`src/rtl/seq_detect_param.sv`:
```
// ---------------------------------------------------------------------------
// seq_detect_param
//
// Runtime-programmable serial pattern detector. A PAT_W-bit pattern is
// compared against the most recent qualified input bits. The first bit of the
// sequence is the pattern MSB, and newer bits shift in at the history LSB.
// A match raises outp for exactly one cycle, in the cycle after the edge that
// sampled the completing bit. A saturating counter tallies the matches.
//
// Parameters:
//   PAT_W   - pattern length in bits (2..32)
//   CNT_W   - match counter width
//   RST_PAT - pattern value after reset
//   RST_OVL - overlap mode after reset (1 = overlapping)
//
// Ports:
//   clk        - clock; all logic updates on the rising edge
//   rst        - synchronous active-high reset; overrides every other input
//   inp        - serial data bit
//   in_valid   - qualifies inp; inp is ignored while low
//   load       - one-cycle strobe: capture pattern/overlap_en, flush history
//   pattern    - new pattern, MSB = first bit of the sequence
//   overlap_en - new overlap mode, captured on load
//   clr_cnt    - synchronous clear of match_cnt (wins over an increment)
//   outp       - registered match pulse
//   match_cnt  - saturating count of matches
// ---------------------------------------------------------------------------
module seq_detect_param #(
  parameter int unsigned      PAT_W   = 5,
  parameter int unsigned      CNT_W   = 8,
  parameter logic [PAT_W-1:0] RST_PAT = 5'b10110,
  parameter bit               RST_OVL = 1'b1
) (
  input  logic             clk,
  input  logic             rst,
  input  logic             inp,
  input  logic             in_valid,
  input  logic             load,
  input  logic [PAT_W-1:0] pattern,
  input  logic             overlap_en,
  input  logic             clr_cnt,
  output logic             outp,
  output logic [CNT_W-1:0] match_cnt
);

  // The fill counter has to reach PAT_W, so it needs one more code than the
  // pattern width alone would suggest.
  localparam int unsigned      FILL_W    = $clog2(PAT_W + 1);
  localparam logic [FILL_W-1:0] FILL_FULL = FILL_W'(PAT_W);
  localparam logic [FILL_W-1:0] FILL_GATE = FILL_W'(PAT_W - 1);

  logic [PAT_W-1:0]  pat_q,  pat_d;
  logic              ovl_q,  ovl_d;
  logic [PAT_W-1:0]  hist_q, hist_d;
  logic [FILL_W-1:0] fill_q, fill_d;
  logic              outp_q, outp_d;
  logic [CNT_W-1:0]  cnt_q,  cnt_d;

  logic [PAT_W-1:0]  next_hist;
  logic              hit;

  // Next-state logic for detection. Load takes priority over data: it
  // discards that cycle's bit and empties the history. The fill gate makes
  // sure that the zeros left by a flush can never complete a match. Without
  // it, an all-zero pattern would fire on the first valid zero.
  always_comb begin
    pat_d     = pat_q;
    ovl_d     = ovl_q;
    hist_d    = hist_q;
    fill_d    = fill_q;
    outp_d    = 1'b0;
    hit       = 1'b0;
    next_hist = {hist_q[PAT_W-2:0], inp};

    if (load) begin
      pat_d  = pattern;
      ovl_d  = overlap_en;
      hist_d = '0;
      fill_d = '0;
    end else if (in_valid) begin
      hit = (next_hist == pat_q) && (fill_q >= FILL_GATE);
      if (hit) begin
        outp_d = 1'b1;
        if (ovl_q) begin
          // Keep the matched bits so they can seed the next match.
          hist_d = next_hist;
          fill_d = FILL_FULL;
        end else begin
          // Non-overlap mode: the next match needs PAT_W fresh bits.
          hist_d = '0;
          fill_d = '0;
        end
      end else begin
        hist_d = next_hist;
        fill_d = (fill_q == FILL_FULL) ? FILL_FULL : fill_q + 1'b1;
      end
    end
  end

  // Match counter. It saturates at all-ones. A clear in the same cycle as a
  // hit wins, so the counter reads zero afterwards.
  always_comb begin
    cnt_d = cnt_q;
    if (clr_cnt) begin
      cnt_d = '0;
    end else if (hit && (cnt_q != {CNT_W{1'b1}})) begin
      cnt_d = cnt_q + 1'b1;
    end
  end

  always_ff @(posedge clk) begin
    if (rst) begin
      pat_q  <= RST_PAT;
      ovl_q  <= RST_OVL;
      hist_q <= '0;
      fill_q <= '0;
      outp_q <= 1'b0;
      cnt_q  <= '0;
    end else begin
      pat_q  <= pat_d;
      ovl_q  <= ovl_d;
      hist_q <= hist_d;
      fill_q <= fill_d;
      outp_q <= outp_d;
      cnt_q  <= cnt_d;
    end
  end

  assign outp      = outp_q;
  assign match_cnt = cnt_q;

endmodule

```
`config.mk`:
```
export PLATFORM = sky130hd
export DESIGN_NAME = seq_detect_param
export DESIGN_NICKNAME = d
export VERILOG_FILES = /design/src/rtl/seq_detect_param.sv
export SDC_FILE = /design/constraint.sdc
export NUM_CORES = 1
export LEC_CHECK = 0
export BUFFER_PORTS_ARGS = -buffer_cell sky130_fd_sc_hd__buf_2
export CORE_MARGIN = 1
export CORE_UTILIZATION = 50
export DETAILED_ROUTE_END_ITERATION = 7
export GPL_ROUTABILITY_DRIVEN = 0
export PLACE_DENSITY = 0.73
export SLEW_MARGIN = 5
export SYNTH_ARGS = -nofsm -noshare
export SYNTH_HDL_FRONTEND = slang
export SYNTH_SLANG_ARGS = --single-unit
```
`constraint.sdc`:
```
create_clock -name clk -period 3.5 [get_ports clk]
set_input_delay 0.175 -clock clk [delete_from_list [all_inputs] [get_ports clk]]
set_output_delay 0.175 -clock clk [all_outputs]
set_load 0.05 [all_outputs]
```
==> results.md <==
- Layout cells sized above 1: 0.209
- Area delta synth->final: 11.8%
- RSZ-0062 raised after global routing: no
- Critical Path Source: hist_q[2]
- Ranking of synthesized cells by area: dfxtp_1 (37%), mux2i_1 (5.1%), nand2b_1 (4.8%), xnor2_2 (4.1%), a211o_1 (3.7%)
- Dpl ws: 1790 ps
- CTS buffer count: 3
- Synth top area share: 0.374
- Hold Buf Count CTS: 0
- Clock transition at the registers of the reported paths: 130 ps
- Cell Area, Synth: 1180 um2
- # DRC: 0
- Row count: 17
- Fin crit share: 0.499
- Ys flop type: dfxtp_1
- Worst setup EP type: register
- Register area share after synthesis: 0.374
- CTS tree: done
- Critical Path Source Type: register
- Yosys cell types: 37
- Endpoints failing setup: 0
- Post-synthesis sequential element count: 22
- Fin. Hold Viols: 0
- DIE AREA: 2550 um2
- Top delay family on crit path: simple AND/OR/NAND/NOR gates
- HPWL Detailed: 1790 um
- Synth area leader: dfxtp_1
- Pin count of the biggest net entering global routing: 20
- CP Buf/Inv Count: 0
- Leakage: 0.483 nW
- Hold path startpoint: pattern[4]
- WS Path Type: reg2reg
- Buffers on Ports: 20
- Ports: 21
- Synthesized instance count: 131
- Worst endpoint required time: 3760 ps
- Post-synth ARST share: 0
- First-pass GRT wire length: 4370 um
- Initial Utilization: 0.532
- Post-synthesis average cell area: 8.99 um2
- Post-route ant nets: 0
- Arrival time worst endpoint: 2010 ps
- Final nets: 162
- Global-route usage over all layers: 0.226
- Worst reg2reg setup slack: 1750 ps
- Top-count cell post-synth: dfxtp_1
- Syn nets: 144
- Skew final: 7.74 ps
- Setup bufs post-CTS: 0
- PnR worst setup slack: 1750 ps
- Least-Margin Pin Slew: 547 ps
- Final Max Tran Viols: 0
- Core Area: 2210 um2
- Root Driver: clkbuf_4
- Min-delay worst type: in2reg
- Via/cell ratio: 6.08
- Worst-Skew Late Latency: 310 ps
- Crit Path Max Fanout: 14
- Min Tclk post-route: 1750 ps
- Drt wl/cell: 14.5 um
- Initial antenna violation count: 0
- FF-to-FF Start: hist_q[2]
- Die Width: 50.5 um
- Deepest clock path buffer count: 2
- First-pass iteration count of the detailed router: 4
- Initial DRC count: 27
- Max Clock Freq: 572 MHz
- Maxcap violations: 0
- Diode count: 0
- CTS sink count: 22
- Setup TNS: 0 ps
- CP max stage cell: or4_1
- Number of synthesized flops with an enable pin: 0
- Synth warn: 0
- H-tree levels: 1
- Routed vias: 1070
- Rel. slew slack: 0.631
- Result of the run: finished clean
- Grt total ovfl: 0
- Pwr per Cell Area: 339 nW/um2
- Peak VDD IR: 0.000277 V
- Vias in the first global route: 956
- WL final: 2550 um
- Post_cts resized: 0
- Critical path's largest stage delay: 590 ps
- Commonest cells in the netlist: dfxtp_1 (22), nand2b_1 (9), a21oi_1 (7), nand2_1 (7), mux2i_1 (6)
- Worst-path cell chain: xnor2_1, nand3_1, or4_1, a21oi_1
- Vert. Die Dim: 50.5 um
[cell families after synthesis]
kind of cell / count (synthesis) / share of synthesized area
fa+ha+maj: 1 / 0.0106
xor+xnor: 4 / 0.0489
compound gates: 29 / 0.174
buf+inv: 11 / 0.0404
flops: 22 / 0.374
mux: 6 / 0.0510
simple gates: 58 / 0.301
[power by group]
| group | internal, mW | leakage (nW) | switching [mW] |
|---|---|---|---|
| Clock | 0.0636 | 0.0210 | 0.0787 |
| Combinational | 0.0194 | 0.283 | 0.0227 |
| Sequential | 0.256 | 0.179 | 0.00613 |
| Total | 0.339 | 0.483 | 0.107 |
[final timing paths]
check | end | depth (start not counted)
max reg2reg | match_cnt[0] | 4
max | match_cnt[0] | 4
min reg2reg | match_cnt[0] | 2
min | pat_q[4] | 2
[layout by cell type, fill, tap and decap left out, drive strengths merged, types with 2 or more instances in the layout]
cell and count:
a211o 5, a21oi 7, a31oi 3, and3 2
buf 20, clkbuf 4, dfxtp 22, inv 4
mux2i 6, nand2 7, nand2b 9, nand3 4
nand4 5, nor2 4, nor2b 4, nor3 3
nor4 4, o21ai 3, o311ai 4, o31ai 3
or2 3, or3 4, or4 4, xnor2 4
[flip-flops by register name, summed over array words and instances, names as in the netlist]
| register | count |
|---|---|
| match_cnt | 8 |
| pat_q | 5 |
| hist_q | 4 |
| fill_q | 3 |
| outp | 1 |
| ovl_q | 1 |
[stage by stage]
step	hold WS [ps]	instances	util	area (um2)	total power, mW
final	65.8	176	0.595	1320	0.447
after global routing	55.9	176	0.595	1320	0.465
after CTS	60.5	176	0.595	1320	0.451
after detailed placement	386	172	0.579	1280	0.310
after global placement	382	172	0.579	1280	0.308
after floorplan	297	131	-	1180	0.297
[layout make-up]
| class | count | area [um2] |
|---|---|---|
| clock buffer | 4 | 36.3 |
| timing repair buffer | 20 | 100 |
| inverter | 4 | 15.0 |
| multi-input combinational | 98 | 689 |
| sequential | 22 | 440 |
| fill | 213 | 896 |
| tap | 28 | 35.0 |
[metal layers]
metal | wire length [um] | vias up | track usage
li1 | - | 525 | -
met3 | 143 | 5 | 0.0424
met2 | 1140 | 38 | 0.329
met4 | 33 | 0 | 0.102
met1 | 1230 | 502 | 0.321
met5 | 0 | - | 0
Power figures use the tool's default switching activity.
